[src/rtl/seg_disp_ctrl.sv]
// Two-requester seven-segment display controller: round-robin valid/ready intake,
// minimum hold time, scanned anode/segment drive. Optional macro: SEG_BLANK_LZ_EN.
module seg_disp_ctrl #(
  parameter int unsigned SCAN_DIV = 1000,
  parameter int unsigned HOLD_MIN = 4096
) (
  input  logic        clk,
  input  logic        rst,
  input  logic        req0_valid,
  input  logic [31:0] req0_data,
  output logic        req0_ready,
  input  logic        req1_valid,
  input  logic [31:0] req1_data,
  output logic        req1_ready,
  output logic [7:0]  an,
  output logic [7:0]  seg,
  output logic        cur_src,
  output logic        busy
);

  localparam int unsigned PSC_W  = (SCAN_DIV > 1) ? $clog2(SCAN_DIV) : 1;
  localparam int unsigned HOLD_W = (HOLD_MIN > 1) ? $clog2(HOLD_MIN) : 1;
  localparam logic [PSC_W-1:0]  PSC_LAST  = PSC_W'(SCAN_DIV - 1);
  localparam logic [HOLD_W-1:0] HOLD_LOAD = HOLD_W'(HOLD_MIN - 1);

  typedef enum logic {
    ST_IDLE = 1'b0,
    ST_HOLD = 1'b1
  } state_t;

  state_t              r_state;
  logic                r_last_grant;
  logic [31:0]         r_disp;
  logic [HOLD_W-1:0]   r_hold_cnt;
  logic [PSC_W-1:0]    r_psc;
  logic [2:0]          r_digit;

  logic                w_gnt_vld;
  logic                w_gnt_idx;
  logic [31:0]         w_gnt_data;
  logic [3:0]          w_nibble;
  logic [6:0]          w_glyph;
  logic                w_dp_n;
  logic                w_blank;
  logic [7:0]          w_seg_nxt;

  // Arbitration: only in IDLE; on contention the requester not granted last wins.
  always_comb begin
    w_gnt_vld = 1'b0;
    w_gnt_idx = 1'b0;
    if (r_state == ST_IDLE) begin
      if (req0_valid && req1_valid) begin
        w_gnt_vld = 1'b1;
        w_gnt_idx = ~r_last_grant;
      end else if (req0_valid) begin
        w_gnt_vld = 1'b1;
        w_gnt_idx = 1'b0;
      end else if (req1_valid) begin
        w_gnt_vld = 1'b1;
        w_gnt_idx = 1'b1;
      end
    end
  end

  assign req0_ready = w_gnt_vld & ~w_gnt_idx;
  assign req1_ready = w_gnt_vld &  w_gnt_idx;
  assign w_gnt_data = w_gnt_idx ? req1_data : req0_data;

  // Handshake / hold FSM; a grant in IDLE is always a transfer since grant implies valid.
  always_ff @(posedge clk or negedge rst) begin
    if (!rst) begin
      r_state      <= ST_IDLE;
      r_last_grant <= 1'b1;
      r_disp       <= 32'd0;
      r_hold_cnt   <= '0;
      cur_src      <= 1'b0;
      busy         <= 1'b0;
    end else begin
      case (r_state)
        ST_IDLE: begin
          if (w_gnt_vld) begin
            r_disp       <= w_gnt_data;
            cur_src      <= w_gnt_idx;
            r_last_grant <= w_gnt_idx;
            r_hold_cnt   <= HOLD_LOAD;
            r_state      <= ST_HOLD;
            busy         <= 1'b1;
          end
        end
        ST_HOLD: begin
          if (r_hold_cnt == '0) begin
            r_state <= ST_IDLE;
            busy    <= 1'b0;
          end else begin
            r_hold_cnt <= r_hold_cnt - HOLD_W'(1);
          end
        end
        default: begin
          r_state <= ST_IDLE;
          busy    <= 1'b0;
        end
      endcase
    end
  end

  // Free-running digit scan, independent of the handshake.
  always_ff @(posedge clk or negedge rst) begin
    if (!rst) begin
      r_psc   <= '0;
      r_digit <= 3'd0;
    end else begin
      if (r_psc == PSC_LAST) begin
        r_psc   <= '0;
        r_digit <= r_digit + 3'd1;
      end else begin
        r_psc <= r_psc + PSC_W'(1);
      end
    end
  end

  assign w_nibble = r_disp[{r_digit, 2'b00} +: 4];
  assign w_dp_n   = ~((r_digit == 3'd0) && cur_src);

  // Active-low hex glyph, bit order g..a.
  always_comb begin
    w_glyph = 7'h7F;
    case (w_nibble)
      4'h0: w_glyph = 7'h40;
      4'h1: w_glyph = 7'h79;
      4'h2: w_glyph = 7'h24;
      4'h3: w_glyph = 7'h30;
      4'h4: w_glyph = 7'h19;
      4'h5: w_glyph = 7'h12;
      4'h6: w_glyph = 7'h02;
      4'h7: w_glyph = 7'h78;
      4'h8: w_glyph = 7'h00;
      4'h9: w_glyph = 7'h10;
      4'hA: w_glyph = 7'h08;
      4'hB: w_glyph = 7'h03;
      4'hC: w_glyph = 7'h46;
      4'hD: w_glyph = 7'h21;
      4'hE: w_glyph = 7'h06;
      4'hF: w_glyph = 7'h0E;
      default: w_glyph = 7'h7F;
    endcase
  end

`ifdef SEG_BLANK_LZ_EN
  // A digit is a leading zero when it and every nibble above it are zero; digit 0 always shows.
  assign w_blank = (r_digit != 3'd0) && ((r_disp >> {r_digit, 2'b00}) == 32'd0);
`else
  assign w_blank = 1'b0;
`endif

  assign w_seg_nxt = w_blank ? 8'hFF : {w_dp_n, w_glyph};

  // an and seg share one register stage so they always switch on the same edge.
  always_ff @(posedge clk or negedge rst) begin
    if (!rst) begin
      an  <= 8'hFF;
      seg <= 8'hFF;
    end else begin
      an  <= ~(8'(1) << r_digit);
      seg <= w_seg_nxt;
    end
  end

endmodule

[config.mk]
export PLATFORM = sky130hd
export DESIGN_NAME = seg_disp_ctrl
export DESIGN_NICKNAME = d
export VERILOG_FILES = /design/src/rtl/seg_disp_ctrl.sv
export SDC_FILE = /design/constraint.sdc
export NUM_CORES = 1
export LEC_CHECK = 0
export BUFFER_PORTS_ARGS = -buffer_cell sky130_fd_sc_hd__buf_2
export CAP_MARGIN = 30
export CORE_ASPECT_RATIO = 1.5
export CORE_MARGIN = 4
export CORE_UTILIZATION = 45
export DETAILED_ROUTE_END_ITERATION = 8
export GPL_TIMING_DRIVEN = 0
export PLACE_DENSITY = 0.69
export SLEW_MARGIN = 5
export SYNTH_ARGS = -nofsm -noshare
export SYNTH_HDL_FRONTEND = slang
export SYNTH_SLANG_ARGS = --single-unit
[constraint.sdc]
create_clock -name clk -period 3.57 [get_ports clk]
set_clock_uncertainty 0.2 [all_clocks]
set_input_delay 0.5355 -clock clk [delete_from_list [all_inputs] [get_ports clk]]
set_output_delay 0.5355 -clock clk [all_outputs]
set_load 0.1 [all_outputs]
Word-level counts from Yosys, hierarchy flattened --
Memory sizes are Yosys's and may differ from the RTL's. A register that Yosys moved wholly into a read port is not among the register bits. Index checks and enable logic that the tools add are counted.
Word-level totals: register bits 77, latch bits 0, memory bits (writable) 0, ROM bits 112, bits of input ports 68, output and inout bits 20, logic and storage cells 53, memories 1
Cells by class: $add $sub $neg 3, multiply operators 0, div/mod/pow operators 0, order comparisons 0, equality and inequality tests 4, shift-type cells 2, multiplexer cells 18, bitwise operators 7, reductions and logical operators 8
Memories:
- (no name shown) | depth 16, bits a word 7, rd ports 1, clocked after memory_dff 1, wr ports 0, RTL line 127 | case (w_nibble)
Operators with widths (count):
- two-way mux 32 bit | 1
- variable part select 32 x 6 -> 4 bit | 1
- two-way mux 12 bit | 2
- case mux 12 bit (2 select lines) | 1
- logical NOT 12 bit | 1
- subtractor 12 x 1 -> 12 bit, second input constant | 1
- two-way mux 1 bit | 11
- adder 10 x 1 -> 10 bit, second input constant | 1
- equality test 10 bit, second input constant | 1
- two-way mux 10 bit | 1
- NOT 8 bit | 1
- << shifter 1 x 3 -> 8 bit, first input constant | 1
- AND reduction 2 bit | 3
- inequality test 2 bit, second input constant | 2
- NOT 1 bit | 4
- case mux 1 bit (2 select lines) | 2
- adder 3 x 1 -> 3 bit, second input constant | 1
- logical NOT 3 bit | 1
- bitwise AND 1 bit | 2
- logical AND 1 bit | 2
- inequality test 2 x 1 -> 1 bit, second input constant | 1
- logical NOT 1 bit | 1

Logic depth before layout (Yosys ltp) --
word-level depth 6, mapped depth 9, mapped depth without buffers 8

Worst setup path before layout --
OpenSTA, ideal clock, no wires.
path kind input to output, from in req1_valid, to out req1_ready, data arrival time 2.199 ns, data required time 2.834 ns, path slack 0.635 ns, stages on the path 3, path buffers 1, cells stage by stage inv_1 a211oi_1 clkbuf_1
Between the ends: longest elaborated chain between the ends 5, elaborated cells between the ends (all ways) 9, those cells by class 7 x mux; 1 x bitwise; 1 x reduce/logical
RTL lines:
- start, declared | RTL line 12 | input logic req1_valid,
- two-way mux 1 bit | RTL line 58 | end else if (req1_valid) begin
- two-way mux 1 bit | RTL line 55 | end else if (req0_valid) begin
- two-way mux 1 bit | RTL line 52 | if (req0_valid && req1_valid) begin
- two-way mux 1 bit | RTL line 51 | if (r_state == ST_IDLE) begin
- bitwise AND 1 bit (*) | RTL line 66 | assign req1_ready = w_gnt_vld & w_gnt_idx;
- end, declared | RTL line 14 | output logic req1_ready,
Mark *: on every way between the ends. The rest lies on a longest branch, timed or not.

Worst setup path after layout --
from reg r_state, to out req1_ready
Between the ends: longest elaborated chain between the ends 2, elaborated cells between the ends (all ways) 3, those cells by class 2 x mux; 1 x bitwise
RTL lines:
- start, declared | RTL line 31 | state_t r_state;
- start signal, assigned | RTL line 72 | r_state <= ST_IDLE;
- start signal, assigned | RTL line 86 | r_state <= ST_HOLD;
- start signal, assigned | RTL line 92 | r_state <= ST_IDLE;
- two-way mux 1 bit | RTL line 51
- bitwise AND 1 bit (*) | RTL line 66
Marks and branches as above.

==> metrics.md <==
| Metric | Value |
|---|---|
| Outcome | `finished, final reports clean` |
| Cells after Synth | `384` |
| Total power density per cell area | `450 mW/mm^2` |
| WHS Endpoint | `r_psc[0]` |
| CP max FO | `10` |
| Die Width | `83.1 um` |
| I/O Buffers | `87` |
| Clk sinks | `77` |
| Synth top area cells | `dfrtp_1 39%, dfstp_2 12%, nor2_1 5.4%, a21oi_1 5.0%, o21ai_0 5.0%` |
| Area delta synth->final | `23.7%` |
| Slowest cell on crit path | `a211oi_1` |
| Levels on crit path | `3` |
| Final hold vios | `0` |
| Initial DRC count | `138` |
| Post-Syn Area per Cell | `9.90 um^2` |
| Initial antenna violation count | `0` |
| Post-synth top flop | `dfrtp_1` |
| Setup Crit Path Kind | `reg2out` |
| Share of the synthesized area in the top cell type | `39.5%` |
| P_leak | `2.19 nW` |
| Share of synthesized flip-flops with an asynchronous set or reset | `100%` |
| First-pass GRT wire length | `15800 um` |
| DR WL/cell | `15.5 um` |
| Maximum VDD drop | `297 uV` |
| Crit path time final | `3.33 ns` |
| Hold path cells | `1` |
| CP Data Arrival Time | `2.60 ns` |
| Starting density of the core | `46.9%` |
| R2R Path Start | `r_digit[2]` |
| Count leader, synth | `dfrtp_1` |
| Die height | `121 um` |
| Final instance area | `0.00470 mm^2` |
| Clk pin slew, worst setup/hold paths | `0.06 ns` |
| EDFF count, synth | `0` |
| Power Total | `2.11 mW` |
| RSZ-0062 raised after global routing | `false` |
| # diodes | `0` |
| CP max stage delay | `0.85 ns` |
| Area leader, netlist | `dfrtp_1` |
| Rows | `40` |
| H-tree Lvls | `3` |
| Critical Path RT | `2.83 ns` |
| Buffers & Inverters on Critical Path | `2` |
| Residual DRC | `0` |
| Post-synthesis sequential area ratio | `51.2%` |
| Worst Hold Slack | `0.254 ns` |
| RR Endpoint | `seg[3]` |
| Max Fclk | `300 MHz` |
| Count of final max-slew check failures | `0` |
| NumNets Final | `566` |
| Post-CTS setup repair buffer count | `0` |
| Vias | `3136` |
| GRT Overall Usage | `19.9%` |
| Worst slew pin tran | `1.04 ns` |
| Worst r2r path cells | `9` |
| Worst slew margin | `30.1%` |
| Routed Antenna Nets | `0` |
| Overflow after GRT | `0` |
| Final wirelength | `9230 um` |
| Synth warn | `0` |
| Syn nets | `466` |
| Core Box Area | `0.00811 mm^2` |
| Netlist cell types | `45` |
| Num ports | `88` |
| Post-CTS sizing | `0` |
| Startpoint types | `register` |
| Largest net degree at the start of global routing | `52` |
| Fin crit share | `93.4%` |
| Worst-case clock buffer depth | `2` |
| DP Wirelength | `6940 um` |
| Root Driver | `clkbuf_16` |
| Register bit total from synthesis | `77` |
| Crit. End Element | `primary output` |
| HP Class | `reg2reg` |
| FF-to-FF setup slack | `0.71 ns` |
| Final std cells w/o fill | `594` |
| Placed Cells | `577` |
| DRT Pass-1 Iters | `4` |
| Share of cells above drive strength 1 | `28.4%` |
| Skew-Pair Late Insertion Delay | `0.33 ns` |
| Setup TNS Final | `0 ns` |
| CTS tree | `yes` |
| CTS Hold Bufs | `1` |
| Routability congestion estimate | `0.851` |
| Vias per cell | `5.28` |
| Vias in the first global route | `3391` |
| Dpl cell area | `0.00440 mm^2` |
| Final Setup Violations | `0` |
| Worst hold path startpoint | `r_psc[0]` |
| Full die area | `0.0100 mm^2` |
| Top post-synthesis cells by count | `60 x dfrtp_1, 55 x nor2_1, 50 x nand2_1` |
| Top Family by Delay on Critical Path | `buffers and inverters` |
| Cell area after synthesis | `0.00380 mm^2` |
| Number of buffers created by CTS | `9` |
| Max-capacitance violation count | `0` |
| Worst-path cell chain | `a211oi_1, clkbuf_1, buf_2` |
registers in the layout, summed over array words and instances, names as in the netlist:
| signal | flops |
|---|---|
| r_hold_cnt | 12 |
| r_digit | 3 |
| busy | 1 |
| r_disp | 32 |
| cur_src | 1 |
| r_last_grant | 1 |
| r_psc | 10 |
| r_state | 1 |
| seg | 8 |
| an | 8 |
per-layer routing:
metal | GRT usage [%] | vias up | part of all wire, % | wire [um]
li1 | - | 1518 | - | -
met1 | 22.8 | 1508 | 39 | 3590
met2 | 35.3 | 91 | 54 | 4980
met3 | 4.70 | 19 | 4.8 | 445
met4 | 8.18 | 0 | 2.4 | 226
met5 | 0 | - | 0 | 0
area by class of cell:
type	instances	area, um^2
multi-input combinational	273	1710
clock inverter	4	47.5
inverter	14	52.6
sequential	77	1950
fill	727	3400
tap	105	131
clock buffer	12	246
buffer	20	90.1
timing repair buffer	89	475
layout by cell type (no fill, tap or decap), drive strengths merged, types with 3 or more instances in the layout:
| cell type | synthesis | layout |
|---|---|---|
| buf | 4 | 92 |
| dfrtp | 60 | 60 |
| nor2 | 55 | 55 |
| nand2 | 50 | 50 |
| o21ai | 39 | 39 |
| a21oi | 38 | 38 |
| clkbuf | 16 | 28 |
| dfstp | 17 | 17 |
| ha | 14 | 14 |
| inv | 14 | 14 |
| mux4 | 8 | 8 |
| mux2i | 8 | 8 |
| xor2 | 7 | 7 |
| xnor2 | 7 | 7 |
| nand3 | 5 | 5 |
| nor3 | 5 | 5 |
| a22o | 3 | 3 |
| nor4 | 3 | 3 |
worst max path at each step:
stage	start	end	slack, ns
after CTS	r_state	req1_ready	0.25
after global placement	req1_valid	req1_ready	0.37
final	r_state	req1_ready	0.24
after global routing	r_state	req1_ready	0.12
after floorplan	req1_valid	req1_ready	0.64
after detailed placement	req1_valid	req1_ready	0.35
cell families (layout without fill, tap and decap cells):
kind of cell,after synthesis,after routing,synth area share [%]
AND/OR/NAND/NOR,134,134,15.7
adder cells (fa/ha/maj),14,14,4.61
AO/OA/AOI/OAI,93,93,14.1
XOR/XNOR,14,14,3.22
multiplexers,18,18,7.44
buffers and inverters,34,139,3.75
flip-flops,77,77,51.2
through the flow:
| step | setup slack (ns) | util (%) |
|---|---|---|
| 2_1_floorplan | 0.635 | - |
| 3_3_place_gp | 0.365 | 53.9 |
| 3_5_place_dp | 0.353 | 54.3 |
| 4_1_cts | 0.252 | 58.0 |
| 5_1_grt | 0.123 | 58.0 |
| 6_report | 0.235 | 58.0 |
power by group:
group	total, mW	switching (mW)	internal (mW)
logic	0.249	0.163	0.0869
clock network	0.898	0.340	0.558
registers	0.967	0.0357	0.932
total	2.11	0.538	1.58
Note: power is estimated with default switching activity, not from simulation.
